**src/rtl/dmem_arb_pkg.sv**
```systemverilog
// Shared types and constants for the data-memory arbiter.
package dmem_arb_pkg;

    // Access sequencer states: wait for a request, drive the memory, acknowledge.
    typedef enum logic [1:0] {
        IDLE   = 2'd0,
        ACCESS = 2'd1,
        RESP   = 2'd2
    } state_t;

    // Requester identities as carried in the grant/latched-id registers.
    localparam logic PORT_CORE = 1'b0;  // core load/store unit
    localparam logic PORT_DBG  = 1'b1;  // debug / DMA loader

endpackage : dmem_arb_pkg

```
**src/rtl/dmem_rr_pick.sv**
```systemverilog
// Combinational two-way round-robin pick.
// A lone requester always wins; under contention the port that was not
// granted last time wins, so continuous contention alternates.
module dmem_rr_pick
    import dmem_arb_pkg::*;
(
    input  logic req0,
    input  logic req1,
    input  logic last_grant,
    output logic grant_valid,
    output logic grant_id
);

    // Select the winner from the current requests and the previous grant.
    always_comb begin
        grant_valid = req0 | req1;
        grant_id    = PORT_CORE;
        if (req0 && req1) begin
            grant_id = (last_grant == PORT_CORE) ? PORT_DBG : PORT_CORE;
        end else if (req1) begin
            grant_id = PORT_DBG;
        end
    end

endmodule : dmem_rr_pick

```
**src/rtl/dmem_arbiter.sv**
```systemverilog
// Two-port arbiter and access sequencer for the shared data memory.
// One access takes three cycles: IDLE (arbitrate and latch), ACCESS (drive
// the memory for one cycle), RESP (one-cycle ack to the winner).
module dmem_arbiter
    import dmem_arb_pkg::*;
#(
    parameter int DATA_WIDTH = 8,
    parameter int DATA_LEN   = 256
) (
    input  logic                  clk,
    input  logic                  nReset,
    input  logic                  req0,
    input  logic                  we0,
    input  logic [DATA_WIDTH-1:0] addr0,
    input  logic [DATA_WIDTH-1:0] wdata0,
    input  logic                  req1,
    input  logic                  we1,
    input  logic [DATA_WIDTH-1:0] addr1,
    input  logic [DATA_WIDTH-1:0] wdata1,
    output logic                  ack0,
    output logic                  ack1,
    output logic                  err,
    output logic [DATA_WIDTH-1:0] rdata,
    output logic                  busy,
    output logic [DATA_WIDTH-1:0] mem_addr,
    output logic                  mem_we,
    output logic [DATA_WIDTH-1:0] mem_wdata,
    input  logic [DATA_WIDTH-1:0] mem_rdata
);

    // Memory size widened so the range test works for any DATA_WIDTH up to 64.
    localparam logic [63:0] LEN_EXT = 64'(DATA_LEN);

    // Addresses at or beyond the implemented depth never reach the memory.
    function automatic logic out_of_range(input logic [DATA_WIDTH-1:0] a);
        logic [63:0] a_ext;
        a_ext = 64'(a);
        return (a_ext >= LEN_EXT);
    endfunction

    state_t                  state;
    state_t                  state_next;

    logic                    last_grant;
    logic                    grant_valid;
    logic                    grant_id;

    logic                    sel_we;
    logic [DATA_WIDTH-1:0]   sel_addr;
    logic [DATA_WIDTH-1:0]   sel_wdata;

    logic                    lat_id;
    logic                    lat_we;
    logic                    lat_oor;
    logic [DATA_WIDTH-1:0]   lat_addr;
    logic [DATA_WIDTH-1:0]   lat_wdata;

    logic                    grant_take;

    dmem_rr_pick u_pick (
        .req0        (req0),
        .req1        (req1),
        .last_grant  (last_grant),
        .grant_valid (grant_valid),
        .grant_id    (grant_id)
    );

    // Route the winning port's request fields toward the latch registers.
    always_comb begin
        sel_we    = we0;
        sel_addr  = addr0;
        sel_wdata = wdata0;
        if (grant_id == PORT_DBG) begin
            sel_we    = we1;
            sel_addr  = addr1;
            sel_wdata = wdata1;
        end
    end

    // A grant is only taken while idle; requests during ACCESS/RESP just wait.
    assign grant_take = (state == IDLE) && grant_valid;

    // State register.
    always_ff @(posedge clk) begin
        if (!nReset) begin
            state <= IDLE;
        end else begin
            state <= state_next;
        end
    end

    // Next state and per-state memory/handshake outputs. Outputs are gated
    // by nReset so a reset asserted mid-ACCESS or mid-RESP silences the
    // write strobe and the ack in that same cycle.
    always_comb begin
        state_next = state;
        ack0       = 1'b0;
        ack1       = 1'b0;
        err        = 1'b0;
        busy       = 1'b0;
        mem_we     = 1'b0;
        case (state)
            IDLE: begin
                if (grant_valid) begin
                    state_next = ACCESS;
                end
            end
            ACCESS: begin
                busy       = 1'b1;
                mem_we     = nReset & lat_we & ~lat_oor;
                state_next = RESP;
            end
            RESP: begin
                busy       = 1'b1;
                if (nReset) begin
                    ack0 = (lat_id == PORT_CORE);
                    ack1 = (lat_id == PORT_DBG);
                    err  = lat_oor;
                end
                state_next = IDLE;
            end
            default: begin
                state_next = IDLE;
            end
        endcase
    end

    // Latch the winning request and remember who was granted for fairness.
    always_ff @(posedge clk) begin
        if (!nReset) begin
            last_grant <= PORT_DBG;
            lat_id     <= PORT_CORE;
            lat_we     <= 1'b0;
            lat_oor    <= 1'b0;
            lat_addr   <= '0;
            lat_wdata  <= '0;
        end else if (grant_take) begin
            last_grant <= grant_id;
            lat_id     <= grant_id;
            lat_we     <= sel_we;
            lat_oor    <= out_of_range(sel_addr);
            lat_addr   <= sel_addr;
            lat_wdata  <= sel_wdata;
        end
    end

    // Capture read data at the end of an in-range read access; writes and
    // rejected accesses leave the previous result in place.
    always_ff @(posedge clk) begin
        if (!nReset) begin
            rdata <= '0;
        end else if ((state == ACCESS) && !lat_we && !lat_oor) begin
            rdata <= mem_rdata;
        end
    end

    // The latched address/data only change on a grant, so the memory bus
    // holds its last values outside ACCESS.
    assign mem_addr  = lat_addr;
    assign mem_wdata = lat_wdata;

endmodule : dmem_arbiter
```
**config.mk**
```make
export PLATFORM = sky130hd
export DESIGN_NAME = dmem_arbiter
export DESIGN_NICKNAME = d
export VERILOG_FILES = /design/src/rtl/dmem_arb_pkg.sv /design/src/rtl/dmem_rr_pick.sv /design/src/rtl/dmem_arbiter.sv
export SDC_FILE = /design/constraint.sdc
export NUM_CORES = 1
export LEC_CHECK = 0
export ABC_AREA = 1
export CAP_MARGIN = 20
export CORE_MARGIN = 10
export CORE_UTILIZATION = 24
export DETAILED_ROUTE_END_ITERATION = 12
export PLACE_DENSITY = 0.64
export SETUP_SLACK_MARGIN = 0.1
export SLEW_MARGIN = 10
export SYNTH_ARGS = -nofsm -noshare
export SYNTH_HDL_FRONTEND = slang
export SYNTH_SLANG_ARGS = --single-unit
```
**constraint.sdc**
```tcl
create_clock -name clk -period 2.1 [get_ports clk]
set_input_delay 0.21 -clock clk [delete_from_list [all_inputs] [get_ports clk]]
set_output_delay 0.21 -clock clk [all_outputs]
set_load 0.02 [all_outputs]
```
**Word level (Yosys, flattened, before mapping)**

Index checks and enable logic that the tools add are counted.

- Equal/unequal tests: 3
- Mux-type cells: 14
- Bitwise gates (word level): 3
- Reductions and logical operators: 6

Operators with widths:

| cell | count |
|---|---|
| 8-bit two-way mux | 2 |
| 1-bit two-way mux | 10 |
| 2-bit case mux with 2 select lines | 1 |
| 1-bit logical AND | 3 |
| 2-bit by 1-bit equality test with 1-bit output (second input constant) | 1 |
| 2-bit equality test (second input constant) | 1 |
| 2-bit zero test | 1 |
| 2-bit two-way mux | 1 |
| 2-bit != test (second input constant) | 1 |
| 2-bit OR reduction | 1 |
| 1-bit bitwise AND | 1 |
| 1-bit zero test | 1 |
| 1-bit NOT | 1 |
| 1-bit bitwise OR | 1 |

- Flip-flop bits (word level): 29
- Input bits: 46

**Longest topological paths before layout**

Gate-level depths: netlist of the first run.

- Depth in word-level cells: 3
- Mapped depth: 8
- Gate-level depth less buffers: 7

**Cells and area by module**

From an unflattened synthesis of the first run, not the netlist that was laid out.

- Cell total of the unflattened synthesis: 234
- Area total of the unflattened synthesis: 1,529.0 um^2

Modules (own cells, without submodules):

| module | times used | cells an instance | area an instance (um^2) | sequential area each (um^2) |
|---|---|---|---|---|
| dmem_arbiter | 1 | 231 | 1,514.0 | 580.6 |
| dmem_rr_pick | 1 | 3 | 15.0 | 0.0 |

**Worst setup path after synthesis of the first run**

No wires, ideal clock.

- Path kind: register to output
- Start: reg state[1]
- End: out mem_we
- Arrival: 1.076 ns
- Slack: 0.814 ns
- Cell stages (with the launch flop): 5
- Cells stage by stage: dfxtp_1 > inv_1 > ha_1 > inv_1 > nor3_1

- Word-level cells in the longest chain between the ends: 2

Ends and longest elaborated chain:

| element | line | source |
|---|---|---|
| from (decl) | dmem_arbiter.sv:41 | `state_t state;` |
| from (signal assigned) | dmem_arbiter.sv:88 | `state <= state_next;` |
| 2-bit by 1-bit equality test with 1-bit output | dmem_arbiter.sv:102 | `case (state)` |
| 1-bit two-way mux | dmem_arbiter.sv:102 |  |
| to (decl) | dmem_arbiter.sv:26 | `output logic mem_we,` |

No other way between the ends.

**Final worst setup path of the first run**

- Start: reg state[0]
- End: out ack1

- Word-level cells in the longest chain between the ends: 2

Ends and longest elaborated chain:

| element | line | source |
|---|---|---|
| 2-bit equality test | dmem_arbiter.sv:102 |  |
| 1-bit two-way mux | dmem_arbiter.sv:102 |  |
| to (decl) | dmem_arbiter.sv:21 | `output logic ack1,` |

No other way between the ends.

==> results of run 1 <==
-- registers in the layout, summed over array words and instances, names as in the netlist --
register and flops:
lat_id 1, lat_we 1, state 2, last_grant 1, rdata 8, mem_wdata 8
mem_addr 8
-- final cells by class --
class | count | area share
multi-input combinational | 154 | 0.2917
timing repair buffer | 78 | 0.3374
inverter | 24 | 0.03963
clock buffer | 6 | 0.03192
clock inverter | 2 | 0.004403
tap | 72 | 0.03963
sequential | 29 | 0.2554
-- Yosys cell counts, drive strengths merged --
cell type	count	area share
buf	6	0.025
a21oi	1	0.0036
clkbuf	4	0.012
conb	1	0.0027
o21ai	27	0.098
nand3	5	0.018
ha	4	0.036
dfxtp	29	0.42
nor2	73	0.20
nand2	42	0.11
inv	24	0.065
nor3	1	0.0036
-- worst paths after layout --
kind	from	end	slack, ns	cells past startpoint
hold reg to reg	last_grant	last_grant	0.47	2
hold / removal	last_grant	last_grant	0.47	2
setup reg to reg	state[0]	mem_wdata[5]	0.57	8
setup / recovery	state[0]	ack1	0.23	5
-- power groups by stage --
stage               combinational [uW]  sequential, uW  clock (uW)
finish                             617             672         431
global route                       686             682         476
CTS                                630             673         449
detailed placement                 628             684           0
global placement                   620             681           0
floorplan                          240             768           0
-- cell usage in the layout (no fill, tap or decap) --
| cell type | synthesis | final |
|---|---|---|
| o21ai_0 | 27 | 27 |
| a21oi_1 | 1 | 1 |
| nand3_1 | 5 | 5 |
| dlygate4sd2_1 | 0 | 1 |
| nor2_1 | 72 | 72 |
| ha_1 | 4 | 4 |
| inv_1 | 24 | 24 |
| nor2_4 | 1 | 1 |
| clkinv_2 | 0 | 2 |
| clkdlybuf4s50_1 | 0 | 72 |
| dfxtp_1 | 29 | 29 |
| nand2_1 | 42 | 42 |
| conb_1 | 1 | 1 |
| nor3_1 | 1 | 1 |
| buf_4 | 2 | 5 |
| clkbuf_1 | 3 | 1 |
| clkbuf_8 | 0 | 5 |
-- logic make-up (layout without fill, tap and decap cells) --
kind of cell | Yosys count | in the layout | synth area share
simple gates | 121 | 121 | 0.3387
buf+inv | 34 | 110 | 0.1021
flops | 29 | 29 | 0.4192
compound gates | 28 | 28 | 0.1012
fa+ha+maj | 4 | 4 | 0.03614
other cells | 1 | 1 | 0.002707
-- layer usage --
metal,track usage,up-vias
li1,-,799
met1,0.09778,641
met2,0.1529,40
met3,0.05447,5
met4,0.03317,0
met5,0,-
-- worst reg2reg max path: cells and delay by family (launching register included) --
kind / cells / cell delay, ns
flip-flops: 1 / 0.33
AND/OR/NAND/NOR: 4 / 0.35
adder cells (fa/ha/maj): 1 / 0.24
buffers and inverters: 3 / 0.50
-- stage by stage --
| stage | power [uW] | instances | utilization | hold WS, ns | worst slack [ns] |
|---|---|---|---|---|---|
| after floorplan | 1008 | 217 | - | 0.3449 | 0.8138 |
| after global placement | 1301 | 357 | 0.3957 | 0.4405 | 0.2956 |
| after detailed placement | 1311 | 357 | 0.3957 | 0.4517 | 0.2849 |
| after CTS | 1753 | 365 | 0.4103 | 0.4679 | 0.2002 |
| after global routing | 1844 | 365 | 0.4103 | 0.5023 | 0.1187 |
| final | 1720 | 365 | 0.4103 | 0.4679 | 0.2297 |
==> results.sh, run 1 <==
export IMPL_seq_power_share=0.391
export IMPL_switching_share=0.3283
export IMPL_via_count=1485
export IMPL_die_w_um=95.97
export IMPL_internal_power_uw=1155
export IMPL_cts_tree="done"
export IMPL_hold_path_class="reg2reg"
export IMPL_final_fill_count=594
export IMPL_hold_violations=0
export IMPL_path_class="reg2out"
export IMPL_status="complete, no violations"
export IMPL_synth_cell_types=15
export IMPL_synth_cells=217
export IMPL_finalNetCount=342
export IMPL_clock_sinks=29
export IMPL_avgSynthCellArea_um2=6.383
export IMPL_met3RoutedLength_um=465
export IMPL_synth_area_mm2=0.001385
export IMPL_post_cts_buffers=0
export IMPL_antenna_found_initial=0
export IMPL_antennaDiodeCount=0
export IMPL_grt_pass1_vias=1423
export IMPL_grt_pass1_wl_um=6768
export IMPL_drive_gt1_frac=0.04437
export IMPL_cp_data_arrival_time_ns=1.66
export IMPL_max_vdd_ir_drop_mv=0.3683
export IMPL_ctsResizeCount=1
export IMPL_drc=0
export IMPL_worst_path_buf_inv=2
export IMPL_clock_path_buffers=2
export IMPL_clkPwrFrac=0.251
export IMPL_wl_um=4237
export IMPL_leakagePower_uw=0.001057
export IMPL_multi_input_area_um2=663.1
export IMPL_numCtsBuffers=5
export IMPL_gr_usage_all_layers=0.09329
export IMPL_highest_layer="met4"
export IMPL_design_area_mm2=0.002273
export IMPL_core_area_mm2=0.005540
export IMPL_overflow=0
export IMPL_register_area_um2=580.6
export IMPL_clk_latency_ns=0.27
export IMPL_cts_clk_slew_worst_paths_ns=0.06
export IMPL_cp_slowest_cell="clkdlybuf4s50_1"
export IMPL_wl_met2_um=1977
export IMPL_pwr_share_comb=0.359
export IMPL_yosysWarnings=0
export IMPL_cap_violations=0
export IMPL_critPathLaunchType="register"
export IMPL_via_per_inst=4.068
export IMPL_fmax_ghz=0.5347
export IMPL_rsz0062_at_grt="no"
export IMPL_first_pass_iters=2
export IMPL_setup_worst_path_end_class="output port"
export IMPL_drtIter0Drc=27
export IMPL_row_count=27
export IMPL_setup_viol=0
export IMPL_cp_required_ns=1.89
export IMPL_area_growth_pct=64.14
export IMPL_cts_hold_buf=0
export IMPL_routedWlPerCell_um=11.61
export IMPL_die_h_um=95.97
export IMPL_cp_max_fo=3
export IMPL_dpl_hpwl_um=3285
export IMPL_grt_max_degree=34
export IMPL_critPathTopFamily="buffers and inverters"
export IMPL_syn_nets=267
export IMPL_clock_root_buffer="clkbuf_8"
export IMPL_gp_congestion=0.7038
export IMPL_h_tree_depth=2
export IMPL_path_cells="inv_1 > ha_1 > nand2_1 > nor2_1 > clkdlybuf4s50_1"
export IMPL_io_buffers=73
export IMPL_p_switching_uw=564.8
export IMPL_period_needed_ns=1.870
export IMPL_cpPeakStageDelay_ns=0.61
export IMPL_drt_met1_wl_um=1753
export IMPL_finalSetupTns_ns=0
export IMPL_drv_slew=0
export IMPL_dpl_cell_area_mm2=0.002192
export IMPL_fin_skew_ns=0.002932
export IMPL_initial_core_util=0.2500
export IMPL_ant_nets=0
export IMPL_ios=75
export IMPL_ys_seq_area_frac=0.4192
export IMPL_min_period_over_period=0.8906
export IMPL_design_die_area_mm2=0.009210
export IMPL_powerDensity_mw_per_mm2=756.7
export IMPL_synth_seq_cells=29
Power figures use the tool's default switching activity.
==> run 2, diff against run 1 <==
CORE_UTILIZATION = 41   (was 24)
PLACE_DENSITY = 0.94   (was 0.64)
==> results.sh, run 2 (synthesis results as in run 1) <==
export IMPL_status="complete, no violations"
export IMPL_gr_usage_all_layers=0.1296
export IMPL_pwr_share_comb=0.349
export IMPL_crit_start="state[0]"
export IMPL_dpl_hpwl_um=3193
export IMPL_first_pass_iters=4
export IMPL_drive_gt1_frac=0.04110
export IMPL_post_cts_buffers=0
export IMPL_final_common_cell="nor2_1"
export IMPL_overflow=0
export IMPL_period_needed_ns=1.877
export IMPL_antennaDiodeCount=0
export IMPL_internal_power_uw=1205
export IMPL_finalNetCount=341
export IMPL_register_area_um2=580.6
export IMPL_clock_path_buffers=2
export IMPL_fmax_ghz=0.5327
export IMPL_initial_core_util=0.4184
export IMPL_multi_input_area_um2=663.1
export IMPL_clock_sinks=29
export IMPL_worst_r2r_cell_count=7
export IMPL_grt_pass1_vias=1416
export IMPL_max_vdd_ir_drop_mv=0.5523
export IMPL_leakagePower_uw=0.001071
export IMPL_min_period_over_period=0.8939
export IMPL_die_h_um=78.12
export IMPL_powerDensity_mw_per_mm2=781.4
export IMPL_ant_nets=0
export IMPL_routedWlPerCell_um=12.01
export IMPL_clk_latency_ns=0.31
export IMPL_setup_viol=0
export IMPL_fin_skew_ns=0.006456
export IMPL_cp_data_arrival_time_ns=1.67
export IMPL_io_buffers=73
export IMPL_cp_max_fo=3
export IMPL_finalSetupTns_ns=0
export IMPL_rsz0062_at_grt="no"
export IMPL_hold_path_class="in2reg"
export IMPL_cp_required_ns=1.89
export IMPL_grt_pass1_wl_um=6506
export IMPL_numCtsBuffers=5
export IMPL_r2r_end="rdata[6]"
export IMPL_cap_violations=0
export IMPL_mostFrequentLayoutCells="nor2_1 (72), clkdlybuf4s50_1 (71), nand2_1 (42), dfxtp_1 (29), o21ai_0 (27)"
export IMPL_h_tree_depth=2
export IMPL_seq_power_share=0.384
export IMPL_hold_violations=0
export IMPL_die_w_um=78.12
export IMPL_finalCoreUtilization=0.6761
export IMPL_reg2reg_slack_ns=0.49
export IMPL_row_count=21
export IMPL_setup_worst_path_end_class="output port"
export IMPL_antenna_found_initial=0
export IMPL_path_class="reg2out"
export IMPL_core_area_mm2=0.003311
export IMPL_design_die_area_mm2=0.006103
export IMPL_holdPathStages=3
export IMPL_drv_slew=0
export IMPL_switching_share=0.3109
export IMPL_clock_root_buffer="clkbuf_4"
export IMPL_endpoint="ack0"
export IMPL_p_switching_uw=543.8
export IMPL_gp_congestion=0.7809
export IMPL_ios=75
export IMPL_drtIter0Drc=66
export IMPL_cts_tree="done"
export IMPL_grt_max_degree=34
export IMPL_cts_clk_slew_worst_paths_ns=0.09
export IMPL_critPathLaunchType="register"
export IMPL_final_fill_count=294
export IMPL_via_per_inst=4.509
export IMPL_via_count=1524
export IMPL_wl_um=4058
export IMPL_area_growth_pct=61.61
export IMPL_reg2reg_from="state[1]"
export IMPL_clkPwrFrac=0.267
export IMPL_drc=0
## run 2: changes by cell type in the layout (fill, tap and decap cells not counted), sizes merged
cell,change
clkdlybuf4s50,-1
bufinv,+1
clkinv,-2
dlymetal6s2s,+1
buf,-1
clkbuf,+1
## run 2: layout make-up
cell class                 instances  area share
tap                               46     0.02571
sequential                        29      0.2594
inverter                          24     0.04025
clock inverter                     1     0.01342
clock buffer                       7     0.02459
timing repair buffer              77      0.3404
multi-input combinational        154      0.2963
## run 2: repair_timing
| item | 4_1_cts | 5_1_grt |
|---|---|---|
| pin swaps | 0 | 0 |
| hold buffers | 0 | 0 |
| gates resized for setup | 1 | 1 |
| setup endpoints to repair | 1 | 1 |
| cloned | 0 | 0 |
## run 2: power by group through the flow
stage	sequential [uW]	combinational, uW	clock, uW
floorplan	768	240	0
global placement	682	600	0
detailed placement	685	615	0
CTS	673	618	482
global route	683	670	508
finish	672	610	467
## run 2: worst max-delay path: stages (launching register included)
cell and delay (ns):
dfxtp_1 0.33, inv_1 0.10, ha_1 0.17, nand2_1 0.06, nor2_1 0.08, clkdlybuf4s50_1 0.61
## run 2: per-layer routing
metal  routed length (um)  track usage  part of all wire  up-vias
met5                    0            0                 0        -
met4                   35      0.04301            0.0086        0
met3                  272      0.05125             0.067        2
met2                 2050       0.2294              0.51       55
met1                 1699       0.1370              0.42      665
li1                     -            -                 -      802
## run 2: worst min-delay path by stage
stage | start | endpoint | slack, ns
floorplan | mem_rdata[0] | rdata[0] | 0.34
global placement | last_grant | last_grant | 0.44
detailed placement | last_grant | last_grant | 0.47
CTS | mem_rdata[0] | rdata[0] | 0.46
global route | mem_rdata[4] | rdata[4] | 0.47
finish | mem_rdata[0] | rdata[0] | 0.48
## run 2: through the flow
stage,hold slack [ns],cell area (um^2),instances,total power [uW],worst slack (ns)
floorplan,0.3449,1385,217,1008,0.8138
global placement,0.4444,2152,330,1282,0.2670
detailed placement,0.4680,2152,330,1300,0.2553
CTS,0.4587,2236,338,1773,0.1916
global route,0.4714,2238,338,1861,0.1021
finish,0.4754,2238,338,1749,0.2227
